===== src/rtl/dose_scheduler.sv =====
// Dose slot table matched against time-of-day, plus the dispense/alert sequencer
// that drives the mechanism handshake, the patient alarm and the missed-dose count.
module dose_scheduler #(
    parameter int unsigned NUM_SLOTS   = 4,
    parameter int unsigned TIMEOUT_SEC = 300,
    localparam int unsigned SW         = $clog2(NUM_SLOTS)
) (
    input  logic                 CLOCK_50,
    input  logic                 reset,
    input  logic                 sec_pulse,
    input  logic [4:0]           cur_hours,
    input  logic [5:0]           cur_minutes,
    input  logic [5:0]           cur_seconds,
    input  logic                 prog_we,
    input  logic [SW-1:0]        prog_slot,
    input  logic [4:0]           prog_hours,
    input  logic [5:0]           prog_minutes,
    input  logic [1:0]           prog_comp,
    input  logic                 prog_en,
    input  logic                 dispense_done,
    input  logic                 taken,
    output logic                 dispense_req,
    output logic [1:0]           dispense_comp,
    output logic                 alarm,
    output logic [SW-1:0]        active_slot,
    output logic [7:0]           missed_count,
    output logic [NUM_SLOTS-1:0] pending
);

    localparam logic [11:0] TimeoutLast = 12'(TIMEOUT_SEC - 1);

    typedef enum logic [1:0] {StIdle, StDispense, StWaitRel, StAlert} state_e;

    state_e state_q, state_d;

    logic [NUM_SLOTS-1:0] en_q;
    logic [NUM_SLOTS-1:0] armed_q;
    logic [4:0]           hours_q   [NUM_SLOTS];
    logic [5:0]           minutes_q [NUM_SLOTS];
    logic [1:0]           comp_q    [NUM_SLOTS];

    logic [NUM_SLOTS-1:0] match;
    logic [NUM_SLOTS-1:0] time_eq;
    logic [NUM_SLOTS-1:0] pending_d;
    logic [SW-1:0]        sel;
    logic [1:0]           sel_comp;
    logic                 serve;

    logic [11:0] sec_cnt_q, sec_cnt_d;
    logic        miss_inc;

    logic          req_d;
    logic          alarm_d;
    logic [1:0]    comp_d;
    logic [SW-1:0] active_d;
    logic [7:0]    missed_d;

    always_comb begin
        for (int i = 0; i < NUM_SLOTS; i++) begin
            time_eq[i] = (hours_q[i] == cur_hours) && (minutes_q[i] == cur_minutes);
            match[i]   = en_q[i] && armed_q[i] && time_eq[i] && (cur_seconds == 6'd0);
        end
    end

    // Armed drops on the firing edge and only returns once the minute differs,
    // so the whole second-0 window produces a single fire.
    always_ff @(posedge CLOCK_50) begin
        if (!reset) begin
            en_q    <= '0;
            armed_q <= '1;
            for (int i = 0; i < NUM_SLOTS; i++) begin
                hours_q[i]   <= '0;
                minutes_q[i] <= '0;
                comp_q[i]    <= '0;
            end
        end else begin
            for (int i = 0; i < NUM_SLOTS; i++) begin
                if (prog_we && (prog_slot == SW'(i))) begin
                    en_q[i]      <= prog_en;
                    hours_q[i]   <= prog_hours;
                    minutes_q[i] <= prog_minutes;
                    comp_q[i]    <= prog_comp;
                    armed_q[i]   <= 1'b1;
                end else if (match[i]) begin
                    armed_q[i] <= 1'b0;
                end else if (!time_eq[i]) begin
                    armed_q[i] <= 1'b1;
                end
            end
        end
    end

    // Lowest pending index wins.
    always_comb begin
        sel      = '0;
        sel_comp = '0;
        for (int i = NUM_SLOTS - 1; i >= 0; i--) begin
            if (pending[i]) begin
                sel      = SW'(i);
                sel_comp = comp_q[i];
            end
        end
        serve = (state_q == StIdle) && (|pending);
    end

    always_comb begin
        pending_d = pending;
        for (int i = 0; i < NUM_SLOTS; i++) begin
            if (serve && (sel == SW'(i))) pending_d[i] = 1'b0;
            if (match[i])                 pending_d[i] = 1'b1;
            if (prog_we && (prog_slot == SW'(i))) pending_d[i] = 1'b0;
        end
    end

    always_ff @(posedge CLOCK_50) begin
        if (!reset) begin
            state_q   <= StIdle;
            sec_cnt_q <= '0;
        end else begin
            state_q   <= state_d;
            sec_cnt_q <= sec_cnt_d;
        end
    end

    always_comb begin
        state_d   = state_q;
        sec_cnt_d = sec_cnt_q;
        miss_inc  = 1'b0;
        case (state_q)
            StIdle: begin
                if (|pending) state_d = StDispense;
            end
            StDispense: begin
                if (dispense_done) state_d = StWaitRel;
            end
            StWaitRel: begin
                if (!dispense_done) begin
                    state_d   = StAlert;
                    sec_cnt_d = '0;
                end
            end
            StAlert: begin
                // taken has priority over the final timeout strobe
                if (taken) begin
                    state_d = StIdle;
                end else if (sec_pulse) begin
                    if (sec_cnt_q == TimeoutLast) begin
                        state_d  = StIdle;
                        miss_inc = 1'b1;
                    end else begin
                        sec_cnt_d = sec_cnt_q + 12'd1;
                    end
                end
            end
            default: state_d = StIdle;
        endcase
    end

    always_comb begin
        req_d    = (state_q == StDispense) && !dispense_done;
        alarm_d  = (state_d == StAlert);
        comp_d   = serve ? sel_comp : dispense_comp;
        active_d = serve ? sel : active_slot;
        missed_d = (miss_inc && (missed_count != 8'hFF)) ? missed_count + 8'd1 : missed_count;
    end

    always_ff @(posedge CLOCK_50) begin
        if (!reset) begin
            dispense_req  <= 1'b0;
            dispense_comp <= '0;
            alarm         <= 1'b0;
            active_slot   <= '0;
            missed_count  <= '0;
            pending       <= '0;
        end else begin
            dispense_req  <= req_d;
            dispense_comp <= comp_d;
            alarm         <= alarm_d;
            active_slot   <= active_d;
            missed_count  <= missed_d;
            pending       <= pending_d;
        end
    end

endmodule


===== config.mk =====
export PLATFORM = sky130hd
export DESIGN_NAME = dose_scheduler
export DESIGN_NICKNAME = d
export VERILOG_FILES = /design/src/rtl/dose_scheduler.sv
export SDC_FILE = /design/constraint.sdc
export NUM_CORES = 1
export LEC_CHECK = 0
export CORE_UTILIZATION = 55
export DETAILED_ROUTE_END_ITERATION = 10
export GPL_TIMING_DRIVEN = 0
export HOLD_SLACK_MARGIN = 0.08
export PLACE_DENSITY = 0.87
export SYNTH_ARGS = -nofsm -noshare
export SYNTH_HDL_FRONTEND = slang
export SYNTH_SLANG_ARGS = --single-unit
export TNS_END_PERCENT = 1

===== constraint.sdc =====
create_clock -name CLOCK_50 -period 2.4 [get_ports CLOCK_50]
set_input_delay 0.48 -clock CLOCK_50 [delete_from_list [all_inputs] [get_ports CLOCK_50]]
set_output_delay 0.48 -clock CLOCK_50 [all_outputs]
set_load 0.1 [all_outputs]

==> metrics.csv, run 1 <==
metric,value,unit
status,"complete, no violations",
min-delay src,dispense_comp[0],
most common cell in the netlist,and2_1,
Overflow after GRT,0,
CTS buffer count,9,
Comb pwr share,8.0,%
IO buf count,56,
crit start category,flip-flop,
Starting Density,57.2,%
first-pass GRT wire length,16500,um
Seq cells post-synth,92,
maximum vdd drop,0.310,mV
CP Data Required Time,1.92,ns
pwr dens,610,mW/mm^2
Final nets,518,
"antenna viol nets, final",0,
async set or reset register ratio after synthesis,0,%
Area contributors post-synth,"edfxtp_1, dfxtp_1, xor2_1",
Die Y,91.6,um
Placer Congestion,0.907,
Max-Cap Viols,0,
compound-cell area share of the yosys netlist,9.21,%
mux share of post-synthesis cell area,0.227,%
final count of hold timing violations,0,
CTS Root Buffer Type,clkbuf_8,
worst reg-to-reg path cell count,6,
Starting DRT DRC Count,190,
multi-input logic area,0.00197,mm^2
initial antenna violation count,1,
"top cells by count, synth","and2_1, edfxtp_1, xor2_1",
Final Instance Count excl. Fillers,584,
TritonCTS clock tree,done,
Vias,3403,
Rows,32,
P_leak,1.94,nW
worst skew pair latency,0.36,ns
Post-Synth XOR/XNOR Area,9.12,%
HP Class,flip-flop to flip-flop,
Via-to-Cell Ratio,5.83,
vias in the first global route,3340,
sw frac,22.2,%
Post-CTS Hold Fix Bufs,0,
Max clock buf depth,2,
Final Skew,0.00965,ns
dpl ws,-0.353,ns
final setup TNS,0,ns
Post-CTS Setup Bufs,0,
Synth Area in Simple Gates,25.2,%
"Clk pin slew, worst setup/hold paths",0.09,ns
Post-Route WL,10000,um
r2r startpoint,sec_cnt_q[1],
final setup fails,0,
I/O pin cnt,57,
Placed Instances,568,
reg-to-reg endpoint,missed_count[7],
Storage cell area,0.00236,mm^2
"EDFF count, synth",52,
Area Overhead vs Synth,21.2,%
net load switching power,0.724,mW
Period minus WS final,2.32,ns
crit end category,output pin,
CP max-delay cell,clkdlybuf4s50_1,
f_max,430,MHz
FF-to-FF setup slack,0.65,ns
Syn Inst Count,410,
internal power,2.54,mW
part of the power in the clock network,38.0,%
biggest area consumer among synthesized cells,edfxtp_1,
Sink Count,92,
library cells used by synthesis,53,
Die ar.,0.00839,mm^2
layout cell share with drive strength beyond 1,6.22,%
hold path depth,2,
CP arrival,1.84,ns
Hold Slack,0.460,ns
"Primary FF master, synth",edfxtp_1,
pins over their slew limit,0,
syn nets,451,
Reg power frac,54.0,%
Die X,91.6,um
Hold EP,dispense_comp[0],
largest family of logic cells by synthesized area,simple AND/OR/NAND/NOR gates,
CP max FO,2,
crit path cell chain,clkdlybuf4s50_1,
RSZ-0062 raised after global routing,false,
DR pass1 iterations,5,
HPWL after detailed placement,7210,um
pin count of the biggest net entering global routing,17,
Worst Max-Slew Pin Slew,0.968,ns
Slew HR,35.3,%
DR WL/cell,17.2,um
Setup CP Type,flip-flop to output pin,
share of the synthesized area in the top cell type,35.4,%
adder-cell share of the synthesized area,0.567,%
DRC viols,0,
Top delay family on crit path,buffers and inverters,
min setup slack post-route,0.0767,ns
CORE AREA,0.00773,mm^2
H-tree lvl count,3,
final period utilization,96.8,%
register area share after synthesis,53.5,%
total track usage,25.5,%
final core occ,69.3,%
CP peak stage delay,1.14,ns
Fillers,580,
Syn Area/Cell,10.8,um^2
# diodes,0,
"Cell Area, Synth",0.00442,mm^2
Yosys warnings,0,
Worst Path Buf+Inv,1,
kinds of logic after synthesis:
kind of cell,count (synthesis)
DFF,92
muxes,1
adders and majority gates,2
xor gates and xnor gates,46
and+or+nand+nor,184
buffers and inverters,20
AOI/OAI and AO/OA,65
metal layers:
layer  global-route usage [%]  vias to the layer above  share of wire, %
li1                         -                     1620                 -
met1                     31.6                     1668                41
met2                     45.2                      106                52
met3                     4.31                        9               6.6
met4                     8.47                        0               1.2
met5                        0                        -                 0
how the worst max path moves through the flow:
stage                          from              end  slack [ns]  cells past startpoint
global route             pending[2]       pending[2]        0.03                      1
CTS                           reset     comp_q[2][0]       0.006                      5
finish                   pending[0]       pending[0]        0.08                      1
global placement       prog_slot[0]    hours_q[0][2]       -1.10                      3
detailed placement            reset     comp_q[2][0]       -0.35                      5
floorplan           missed_count[2]  missed_count[7]        0.13                      4
registers in the layout (all words and copies together) (netlist names):
signal / cells
alarm: 1
sec_cnt_q: 12
dispense_comp: 2
missed_count: 8
active_slot: 2
minutes_q: 24
en_q: 4
armed_q: 4
comp_q: 8
pending: 4
dispense_req: 1
state_q: 2
hours_q: 20
timing repair:
| item | 4_1_cts | 5_1_grt |
|---|---|---|
| pin swaps | 0 | 0 |
| endpoints found under the setup margin | 7 | 13 |
| resized for setup | 7 | 4 |
per-stage QoR:
step | power [mW] | cell area [um^2]
CTS | 3.27 | 5340
global placement | 2.05 | 5100
detailed placement | 2.06 | 5110
floorplan | 1.91 | 4420
global route | 3.37 | 5350
finish | 3.27 | 5350
power by group through the flow:
stage / sequential, mW / combinational [mW] / clock, mW
2_1_floorplan: 1.79 / 0.117 / 0
3_3_place_gp: 1.80 / 0.251 / 0
3_5_place_dp: 1.80 / 0.259 / 0
4_1_cts: 1.77 / 0.262 / 1.24
5_1_grt: 1.77 / 0.284 / 1.32
6_report: 1.76 / 0.261 / 1.24
cell usage in the layout (no fill, tap or decap), types with 2 or more instances in the layout:
cell / netlist / layout
nand2b_1: 3 / 3
edfxtp_1: 52 / 52
dfxtp_1: 40 / 40
buf_6: 2 / 2
nand3_1: 14 / 14
inv_1: 6 / 6
a211o_1: 3 / 3
dlymetal6s2s_1: 0 / 3
o31ai_1: 6 / 6
nand4_1: 7 / 7
nor4_1: 12 / 12
dlygate4sd2_1: 0 / 7
clkbuf_1: 10 / 11
nand3b_1: 3 / 3
or4_1: 7 / 7
o21ai_0: 17 / 16
a32o_1: 2 / 2
bufinv_16: 0 / 3
and4b_1: 2 / 2
a211oi_1: 4 / 4
nor2_1: 10 / 10
xor2_1: 46 / 46
nor3_1: 7 / 7
clkbuf_8: 0 / 9
a31oi_1: 2 / 2
nand2_1: 35 / 35
or2_2: 2 / 2
o211ai_1: 5 / 5
nor2b_1: 4 / 4
a21oi_1: 19 / 19
ha_1: 2 / 2
or3_1: 8 / 8
and3_1: 3 / 3
and2_1: 53 / 53
clkdlybuf4s50_1: 0 / 46
area by class of cell:
| cell class | count | share of cell area [%] |
|---|---|---|
| sequential | 92 | 44.1 |
| tap | 102 | 2.38 |
| timing repair buffer | 56 | 10.5 |
| clock inverter | 6 | 2.08 |
| clock buffer | 10 | 2.38 |
| multi-input combinational | 298 | 36.8 |
| inverter | 6 | 0.421 |
| buffer | 14 | 1.36 |
Power figures use the tool's default switching activity.
==> inputs of run 2 (changes only) <==
Settings changed: CELL_PAD_IN_SITES_DETAIL_PLACEMENT from default to 0, CELL_PAD_IN_SITES_GLOBAL_PLACEMENT from default to 1, CORE_MARGIN from default to 5, CORE_UTILIZATION 55 to 44, PLACE_DENSITY 0.87 to 0.88.
==> metrics.csv, run 2 (synthesized netlist as in run 1, its figures left out) <==
metric,value,unit,change
Placer Congestion,0.826,,-8.9%
"Most flops, register",minutes_q,,
"Clk pin slew, worst setup/hold paths",0.08,ns,about the same
sw frac,22.4,%,+0.27 points
maximum vdd drop,0.311,mV,+0.62%
"antenna viol nets, final",0,,unchanged
CTS Root Buffer Type,clkbuf_8,,
Starting DRT DRC Count,123,,-35%
CP Data Required Time,1.92,ns,about the same
final period utilization,98.0,%,+1.2 points
part of the power in the clock network,35.6,%,-2.4 points
Comb pwr share,8.2,%,+0.2 points
Max-Cap Viols,0,,unchanged
crit path cell chain,clkdlybuf4s50_1,,
Storage cell area,0.00236,mm^2,unchanged
Die Y,110,um,+20%
status,"complete, no violations",,
I/O pin cnt,57,,unchanged
crit end category,output pin,,
hold path depth,1,,-1
# diodes,0,,unchanged
CORE AREA,0.00977,mm^2,+26%
Final Power,3.13,mW,-4.0%
crit start category,flip-flop,,
Hold Slack,0.461,ns,+0.00154 ns
internal power,2.43,mW,-4.4%
pin count of the biggest net entering global routing,17,,unchanged
WP depth,1,,unchanged
P_leak,1.91,nW,-1.8%
f_max,425,MHz,-1.2%
final setup fails,0,,unchanged
Period minus WS final,2.35,ns,+0.0277 ns
Setup CP Type,flip-flop to output pin,,
Top delay family on crit path,buffers and inverters,,
net load switching power,0.703,mW,-2.9%
dpl ws,-0.299,ns,+0.0547 ns
DR pass1 iterations,5,,unchanged
Reg power frac,56.2,%,+2.2 points
Sink Count,92,,unchanged
CP arrival,1.87,ns,+0.03 ns
most frequent cells in the layout,"and2_1, edfxtp_1, xor2_1",,
layout cell share with drive strength beyond 1,5.81,%,-0.41 points
pins over their slew limit,0,,unchanged
Slew HR,35.0,%,-0.28 points
Post-CTS Setup Bufs,0,,unchanged
Worst Path Buf+Inv,1,,unchanged
worst skew pair latency,0.37,ns,about the same
HPWL after detailed placement,7250,um,+0.63%
pwr dens,586,mW/mm^2,-4.0%
number of flip-flops in the largest register,24,,unchanged
Area Overhead vs Synth,21.1,%,about the same
DR WL/cell,16.1,um,-6.1%
biggest regs,"minutes_q: 24 flops, hours_q: 20 flops, sec_cnt_q: 12 flops",,
Die X,110,um,+20%
min setup slack post-route,0.0490,ns,-0.0277 ns
Vias,3272,,-3.8%
worst reg-to-reg path cell count,4,,-2
final setup TNS,0,ns,unchanged
H-tree lvl count,3,,unchanged
CP max-delay cell,clkdlybuf4s50_1,,
Worst Max-Slew Pin Slew,0.972,ns,+0.00413 ns
total track usage,17.4,%,-8.2 points
vias in the first global route,3197,,-4.3%
"most common cell after layout, fill and taps aside",and2_1,,
Die ar.,0.0121,mm^2,+45%
Starting Density,45.2,%,-12 points
IO buf count,56,,unchanged
initial antenna violation count,0,,-1
multi-input logic area,0.00197,mm^2,unchanged
CTS buffer count,9,,unchanged
Via-to-Cell Ratio,5.32,,-8.7%
Max clock buf depth,2,,unchanged
Final nets,518,,unchanged
DRC viols,0,,unchanged
Rows,36,,+13%
Overflow after GRT,0,,unchanged
first-pass GRT wire length,15900,um,-3.5%
Fillers,912,,+57%
HP Class,flip-flop to flip-flop,,
CP peak stage delay,1.15,ns,about the same
TritonCTS clock tree,done,,
CP max FO,2,,unchanged
Final Skew,0.0144,ns,+0.00476 ns
RSZ-0062 raised after global routing,false,,
final count of hold timing violations,0,,unchanged
Post-Route WL,9920,um,-1.1%
## run 2: cell type report
type,instances,area share [%]
repair buffers,56,10.3
inverters,6,0.421
clock buffers,11,2.46
multi-input cells,298,36.8
flip-flops and latches,92,44.2
well taps,133,3.11
plain buffers,14,1.36
clock inverters,5,1.43
## run 2: path summary, 6_finish.rpt
path | start | to | slack, ns
worst min register to register | armed_q[1] | armed_q[1] | 0.46
worst max-delay path | active_slot[1] | active_slot[1] | 0.05
worst max register to register | hours_q[0][0] | armed_q[0] | 0.67
worst min-delay path | armed_q[1] | armed_q[1] | 0.46
## run 2: layer usage
layer	up-vias	wire length, um	track usage, %
li1	1624	-	-
met1	1561	4280	21.6
met2	78	5000	30.4
met3	9	521	3.44
met4	0	117	5.63
met5	-	0	0
## run 2: stage by stage
stage / utilization [%] / cell area [um^2] / instances
floorplan: - / 4420 / 410
global placement: 52.6 / 5140 / 599
detailed placement: 52.7 / 5150 / 599
CTS: 54.7 / 5340 / 615
global route: 54.7 / 5350 / 615
finish: 54.7 / 5350 / 615
## run 2: power by group through the flow
stage               clock network [mW]  logic (mW)  registers [mW]
floorplan                            0       0.117            1.79
global placement                     0       0.254            1.80
detailed placement                   0       0.258            1.80
CTS                               1.13       0.258            1.76
global route                      1.19       0.278            1.77
finish                            1.12       0.256            1.76
## run 2: what timing repair did
action,CTS,global route
endpoints found under the setup margin,10,4
hold buffers,0,0
gates resized for setup,10,2
==> inputs of run 3 (changes only) <==
Settings changed: CELL_PAD_IN_SITES_DETAIL_PLACEMENT 0 to default, CELL_PAD_IN_SITES_GLOBAL_PLACEMENT 1 to default, CORE_MARGIN 5 to default, CORE_UTILIZATION 44 to 55, PLACE_DENSITY 0.88 to 0.87.
==> results of run 3 <==
The final DEF is identical to that of run 1; final timing and power are the same.
